===== config.mk =====
export PLATFORM = sky130hd
export DESIGN_NAME = inst_fetch
export DESIGN_NICKNAME = d
export VERILOG_FILES = /design/src/rtl/inst_fetch.sv
export SDC_FILE = /design/constraint.sdc
export NUM_CORES = 1
export LEC_CHECK = 0
export ABC_AREA = 1
export CORE_MARGIN = 4
export CORE_UTILIZATION = 45
export DETAILED_ROUTE_END_ITERATION = 8
export MAX_ROUTING_LAYER = met4
export PLACE_DENSITY_LB_ADDON = 0.15
export RECOVER_POWER = 100
export SYNTH_ARGS = -nofsm -noshare
export SYNTH_HDL_FRONTEND = slang
export SYNTH_SLANG_ARGS = --single-unit

===== constraint.sdc =====
create_clock -name clk -period 5 [get_ports clk]
set_input_delay 1.5 -clock clk [delete_from_list [all_inputs] [get_ports clk]]
set_output_delay 1.5 -clock clk [all_outputs]
set_load 0.1 [all_outputs]

===== src/rtl/inst_fetch.sv =====
// Instruction fetch stage: drives a combinational instruction ROM and buffers fetched
// {pc, inst} pairs in a 2-entry queue that feeds decode.
module inst_fetch #(
   parameter logic [31:0] RESET_PC = 32'h0000_0000,
   parameter int unsigned QDEPTH   = 2
) (
   input  logic        clk,
   input  logic        rst,
   input  logic        stall_i,
   input  logic        branch_flag_i,
   input  logic [31:0] branch_target_i,
   output logic        ce,
   output logic [31:0] pc,
   input  logic [31:0] inst_i,
   output logic [31:0] id_pc_o,
   output logic [31:0] id_inst_o,
   output logic        id_valid_o,
   input  logic        id_ready_i
);

   logic        r_ce;
   logic [31:0] r_pc;
   logic [1:0]  r_cnt;
   logic [31:0] r_pc0;
   logic [31:0] r_inst0;
   logic [31:0] r_pc1;
   logic [31:0] r_inst1;

   logic        w_valid;
   logic        w_full;
   logic        w_deq;
   logic        w_branch;
   logic        w_fetch;

   assign w_valid  = (r_cnt != 2'd0);
   assign w_full   = (r_cnt == 2'(QDEPTH));
   assign w_deq    = w_valid & id_ready_i;
   assign w_branch = r_ce & branch_flag_i;
   assign w_fetch  = r_ce & ~stall_i & ~branch_flag_i & (~w_full | w_deq);

   // Slot 0 is always the queue head; slot 1 holds the younger entry when two are queued.
   always_ff @(posedge clk) begin
      if (!rst) begin
         r_ce    <= 1'b0;
         r_pc    <= RESET_PC & 32'hFFFF_FFFC;
         r_cnt   <= 2'd0;
         r_pc0   <= 32'd0;
         r_inst0 <= 32'd0;
         r_pc1   <= 32'd0;
         r_inst1 <= 32'd0;
      end else begin
         r_ce <= 1'b1;
         if (w_branch) begin
            r_cnt <= 2'd0;
            r_pc  <= branch_target_i & 32'hFFFF_FFFC;
         end else begin
            if (w_fetch) begin
               r_pc <= r_pc + 32'd4;
            end
            case ({w_fetch, w_deq})
               2'b11: begin
                  if (r_cnt == 2'd2) begin
                     r_pc0   <= r_pc1;
                     r_inst0 <= r_inst1;
                     r_pc1   <= r_pc;
                     r_inst1 <= inst_i;
                  end else begin
                     r_pc0   <= r_pc;
                     r_inst0 <= inst_i;
                  end
               end
               2'b01: begin
                  r_pc0   <= r_pc1;
                  r_inst0 <= r_inst1;
                  r_cnt   <= r_cnt - 2'd1;
               end
               2'b10: begin
                  if (r_cnt == 2'd0) begin
                     r_pc0   <= r_pc;
                     r_inst0 <= inst_i;
                  end else begin
                     r_pc1   <= r_pc;
                     r_inst1 <= inst_i;
                  end
                  r_cnt <= r_cnt + 2'd1;
               end
               default: ;
            endcase
         end
      end
   end

   assign ce         = r_ce;
   assign pc         = r_pc;
   assign id_valid_o = w_valid;
   assign id_pc_o    = w_valid ? r_pc0 : 32'd0;
   assign id_inst_o  = w_valid ? r_inst0 : 32'd0;

endmodule


==> results of run 1 <==
path summary, 6_finish.rpt:
check / from / end / slack [ps] / cells after the start
max: branch_flag_i / pc[11] / 730 / 9
min: r_pc1[20] / r_pc1[20] / 480 / 2
max reg2reg: r_cnt[0] / r_inst0[20] / 1820 / 10
min reg2reg: r_pc1[20] / r_pc1[20] / 480 / 2
cells in the mapped netlist (all sizes together):
cell type / n / area, sq um
nor2: 401 / 1510
nand2: 396 / 1490
dfxtp: 157 / 3140
inv: 151 / 567
a211oi: 62 / 465
nand3: 53 / 265
clkbuf: 41 / 154
buf: 36 / 186
a21oi: 16 / 80.1
nand4: 8 / 50.1
o21ai: 8 / 43.8
a31oi: 5 / 31.3
o211ai: 5 / 37.5
nor3: 3 / 15.0
clkinv: 2 / 7.51
and2: 1 / 6.26
conb: 1 / 3.75
ha: 1 / 12.5
nand3b: 1 / 7.51
nor4: 1 / 21.3
o22ai: 1 / 6.26
xor2: 1 / 8.76
state kept, by name, summed over array words and instances, names as in the netlist:
signal	flops
r_cnt	2
pc	30
r_pc1	30
r_inst0	32
r_pc0	30
r_inst1	32
ce	1
cells by family after synthesis:
logic type / Yosys count / synth area share
flops: 157 / 0.388
compound gates: 97 / 0.0820
other cells: 1 / 0.000463
simple gates: 864 / 0.414
fa+ha+maj: 1 / 0.00154
buf+inv: 230 / 0.113
xor+xnor: 1 / 0.00108
critical path: stages:
cell           delay [ps]
dlygate4sd3_1         570
nand2_1               180
clkbuf_1             1450
nand2_1               190
nor2_1                300
nand4_1               150
nand3_1               110
nand2_1                50
inv_1                 110
cell type report:
type                       count  area (sq um)  share of cell area
multi-input combinational    967          4060               0.393
sequential                   157          3140               0.305
timing repair buffer         170          1690               0.163
inverter                     153           574              0.0556
clock buffer                  19           433              0.0419
tap                          225           282              0.0273
clock inverter                13           143              0.0138
power by group:
group / switching (mW) / internal (mW)
clock network: 0.529 / 0.737
registers: 0.0359 / 1.32
logic: 0.444 / 0.186
layer usage:
metal	share of wire	GRT usage	wire, um	vias to the layer above
li1	-	-	-	4338
met1	0.49	0.303	10500	3488
met2	0.44	0.319	9300	239
met3	0.055	0.0407	1180	16
met4	0.016	0.0601	334	0
met5	0	-	0	-
==> results.py, run 1 <==
metrics = {
    "critical_path": {
        "crit_fanout": 44,
        "critPathCaptureType": "flip-flop",
        "critPathArrivalTime_ps": 4630,
        "crit_type": "in2reg",
        "worst-endpoint-required_ps": 5360,
        "setup.worst_path.start_class": "input pin",
    },
    "flow_run": {
        "max_cap_violations": 2,
    },
    "yosys": {
        "synth.ff_latch_count": 157,
        "avgSynthCellArea_sq_um": 6.00,
        "postSynthCellCount": 1351,
        "ys_warn_count": 0,
        "synth_sequential_area_ratio": 0.388,
        "synthesis.area_sq_um": 8110,
        "ys_types": 27,
    },
    "clock_tree": {
        "clock_latency_ps": 420,
        "cts_tree": "built",
        "cts_buffer_depth": 2,
        "numCtsBuffers": 17,
        "postCtsSetupRepairBufs": 0,
        "cts_root_buf": "clkbuf_16",
        "htreeDepth": 4,
        "cts_resized": 0,
        "clock-sinks": 157,
        "hold_buffers": 0,
        "clkSlewWorstSetupHoldPaths_ps": 60,
    },
    "sta": {
        "worst_slack_ps": 727,
        "tns_ps": 0,
        "hold_slack_ps": 482,
        "rsz0062_at_grt": "false",
        "period_needed_ps": 4270,
        "tightest_slew_ps": 3100,
        "finClkSkew_ps": 15.7,
        "fmax_ghz": 0.234,
        "fin_crit_sh": 0.855,
        "maxSlewViolCount": 117,
        "setup_viol": 0,
        "slew_headroom": -1.07,
        "hold_viol_final": 0,
    },
    "finish": {
        "drive_gt1_frac": 0.0284,
        "syn_to_final_growth_pct": 27.3,
        "final_core_util": 0.590,
        "antenna_cells": 0,
        "final_common_cell": "nor2_1",
        "final_cell_mix": "400 x nor2_1, 394 x nand2_1, 157 x dfxtp_1",
        "instances_no_fill": 1704,
        "num-fill-cells": 1792,
        "design_area_sq_um": 10300,
        "nets": 1536,
    },
    "routing": {
        "vias": 8081,
        "viasPerCell": 4.74,
        "dr.pass1.iters": 5,
        "drc_errors": 0,
        "drtIter0Drc": 456,
        "ant_nets": 0,
        "wl_per_cell_um": 12.5,
        "drt_wl_total_um": 21300,
    },
    "global_routing": {
        "grt_overflow_total": 0,
        "grt_pass1_wl_um": 34900,
        "track_usage": 0.216,
        "antenna_found_initial": 0,
        "grt_max_degree": 107,
        "grt_pass1_vias": 7074,
    },
    "pwr": {
        "powerDensity_nw_per_um2": 315,
        "power_mw": 3.25,
        "cellLeakagePower_nw": 4.66,
        "vdd.ir_drop.worst_uv": 260,
    },
    "floorplan": {
        "die-height_um": 142,
        "dieWidth_um": 142,
        "start_util": 0.464,
        "io-pin-count": 167,
        "rows": 48,
        "dieArea_sq_um": 20200,
        "coreArea_sq_um": 17500,
    },
    "outcome": {
        "status": "finished with violations",
        "violations": "capacitance limit, slew limit",
    },
    "placed_design": {
        "placedCellCount": 1672,
        "place_worst_setup_slack_ps": 1020,
        "dp_hpwl_um": 14400,
        "port_buffers": 160,
        "place_congestion": 0.925,
        "dpl_cell_area_sq_um": 9790,
    },
    "worst_hold_path": {
        "hold_class": "reg2reg",
    },
}
No activity file was read; power rests on OpenSTA's default activity.
==> inputs of run 2 (changes only) <==
--- a/config.mk
+++ b/config.mk
@@ -5,7 +5,8 @@
 export SDC_FILE = /design/constraint.sdc
 export NUM_CORES = 1
 export LEC_CHECK = 0
-export ABC_AREA = 1
+export ABC_AREA = 0
+export CAP_MARGIN = 5
 export CORE_MARGIN = 4
 export CORE_UTILIZATION = 45
 export DETAILED_ROUTE_END_ITERATION = 8
==> run 2 against run 1 <==
Effect of this change: the run ends with capacitance limit left; die area decreased by 5.3%; wire length up 1.4%; clock power rose by 9%; setup slack lost 68 ps; sequential cell count did not move; area after synthesis decreased by 5.6%; critical path type unchanged.
==> results.py, run 2 <==
metrics = {
    "critical_path": {
        "crit_type": "in2reg",
        "slowest_stage": "dlygate4sd3_1",
        "crit_family": "buffers and inverters",
        "cp.depth": 6,
        "r2r_cells": 5,
        "crit_fanout": 62,
        "critPathCaptureType": "flip-flop",
        "setup.worst_path.start_class": "input pin",
        "r2r_setup_slack_ps": 1880,
        "path_buf_inv": 2,
        "critPathArrivalTime_ps": 4590,
        "worstPathCellList": "dlygate4sd3_1, or3b_1, o21ai_4, and2_2, clkbuf_4, a211oi_1",
        "worst-endpoint-required_ps": 5250,
        "max_stage_delay_ps": 740,
    },
    "routing": {
        "drtIter0Drc": 585,
        "drc_errors": 0,
        "viasPerCell": 5.64,
        "ant_nets": 0,
        "dr.pass1.iters": 7,
        "wl_per_cell_um": 17.2,
        "drt_wl_total_um": 21700,
        "vias": 7089,
    },
    "sta": {
        "finClkSkew_ps": 4.47,
        "slew_headroom": 0.000147,
        "period_needed_ps": 4340,
        "tns_ps": 0,
        "worst_slack_ps": 658,
        "hold_viol_final": 0,
        "tightest_slew_ps": 1500,
        "rsz0062_at_grt": "false",
        "maxSlewViolCount": 0,
        "hold_slack_ps": 453,
        "setup_viol": 0,
        "fin_crit_sh": 0.868,
        "fmax_ghz": 0.230,
    },
    "yosys": {
        "synth_async_sr_flop_share": 0,
        "synth_edf_count": 0,
        "synthesis.area_sq_um": 7650,
        "synth_most_common_cell": "dfxtp_1",
        "postSynthCellCount": 924,
        "synthFlopType": "dfxtp_1",
        "avgSynthCellArea_sq_um": 8.28,
        "ys_warn_count": 0,
        "ys_types": 65,
        "synth_sequential_area_ratio": 0.411,
        "yosys-top-cells-area": "dfxtp_1 41%, a21oi_1 8.5%, mux2i_1 8.2%",
        "synthTopCellsByCount": "157 x dfxtp_1, 156 x nand2_1, 130 x a21oi_1",
        "synth_top_area_cell": "dfxtp_1",
        "synth.ff_latch_count": 157,
        "synth_top_area_frac": 0.411,
    },
    "finish": {
        "largestRegisters": "r_inst0: 32 flops, r_inst1: 32 flops",
        "final_common_cell": "dfxtp_1",
        "syn_to_final_growth_pct": 27.3,
        "instances_no_fill": 1257,
        "num-fill-cells": 1574,
        "nets": 1093,
        "final_cell_mix": "157 x dfxtp_1, 155 x nand2_1, 130 x a21oi_1",
        "regArea_sq_um": 3140,
        "multi_input_area_sq_um": 4070,
        "drive_gt1_frac": 0.116,
    },
    "global_routing": {
        "grt_max_degree": 91,
        "grt_pass1_vias": 6836,
        "grt_overflow_total": 0,
        "track_usage": 0.226,
        "grt_pass1_wl_um": 35300,
        "antenna_found_initial": 1,
    },
    "outcome": {
        "status": "finished with violations",
        "violations": "capacitance limit",
    },
    "clock_tree": {
        "hold_buffers": 0,
        "postCtsSetupRepairBufs": 0,
        "clock-sinks": 157,
        "numCtsBuffers": 17,
        "clkSlewWorstSetupHoldPaths_ps": 60,
        "htreeDepth": 4,
        "cts_resized": 0,
        "cts_root_buf": "clkbuf_16",
        "cts_buffer_depth": 2,
        "cts_tree": "built",
        "clock_latency_ps": 420,
    },
    "pwr": {
        "p_clk_frac": 0.427,
        "switchingPower_mw": 0.926,
        "powerDensity_nw_per_um2": 332,
        "vdd.ir_drop.worst_uv": 217,
        "cellLeakagePower_nw": 3.34,
        "intPower_mw": 2.31,
        "seq_power_share": 0.419,
        "swShare": 0.286,
        "power_mw": 3.24,
        "p_comb_frac": 0.153,
    },
    "placed_design": {
        "place_congestion": 0.832,
        "port_buffers": 160,
        "placedCellCount": 1224,
        "dp_hpwl_um": 13700,
        "place_worst_setup_slack_ps": 669,
    },
    "floorplan": {
        "dieArea_sq_um": 19100,
        "rows": 47,
        "io-pin-count": 167,
        "dieWidth_um": 138,
        "coreArea_sq_um": 16600,
        "start_util": 0.460,
        "die-height_um": 138,
    },
    "worst_hold_path": {
        "holdPathStages": 2,
        "hold_class": "reg2reg",
    },
    "flow_run": {
        "max_cap_violations": 1,
    },
}
## run 2: changes by cell type after synthesis, sizes merged, moves of 40 or more
cell   change
nand3     -40
mux2i     +63
nor2     -392
inv      -144
nand2    -240
and2      +64
a21oi    +115
## run 2: logic make-up (layout without fill, tap and decap cells)
kind of cell,after synthesis,count (layout),synth area share
flops,157,157,0.411
buf+inv,101,210,0.0617
compound gates,264,264,0.213
other cells,1,5,0.000490
simple gates,332,332,0.224
fa+ha+maj,1,1,0.00164
mux,63,63,0.0824
xor+xnor,5,5,0.00573
## run 2: worst register-to-register path: stages, from the launching register on
cell and delay, ps:
dfxtp_1 510, or2_2 920, o21ai_4 360, and2_2 310, clkbuf_4 470, a211oi_1 440
## run 2: final timing paths
path,start,end
worst max-delay path,branch_flag_i,r_pc0[19]
worst min-delay path,r_pc1[15],r_pc1[15]
worst max register to register,r_cnt[0],r_pc0[19]
worst min register to register,r_pc1[15],r_pc1[15]
## run 2: routing by layer
layer  vias to the layer above  routed length, um  track usage
li1                       3513                  -            -
met3                        30               1210       0.0584
met2                       201              10300        0.359
met1                      3345               9800        0.286
met4                         0                327       0.0603
met5                         -                  0            -
## run 2: through the flow
| step | utilization | cell area, sq um |
|---|---|---|
| detailed placement | 0.548 | 9130 |
| finish | 0.585 | 9740 |
| global route | 0.585 | 9740 |
| floorplan | - | 7660 |
| CTS | 0.586 | 9760 |
| global placement | 0.548 | 9130 |
## run 2: layout make-up
type,count,area share
Inverter,7,0.00296
Tap cell,220,0.0283
Antenna cell,1,0.000257
Clock inverter,13,0.0197
Clock buffer,19,0.0455
Sequential cell,157,0.323
Multi-Input combinational cell,669,0.418
Timing Repair Buffer,171,0.162
## run 2: power groups by stage
stage / Combinational [mW] / Sequential, mW / Clock (mW)
6_report: 0.496 / 1.36 / 1.38
4_1_cts: 0.507 / 1.36 / 1.41
3_5_place_dp: 0.506 / 1.38 / 0
2_1_floorplan: 0.241 / 1.49 / 0
3_3_place_gp: 0.504 / 1.38 / 0
5_1_grt: 0.527 / 1.36 / 1.47
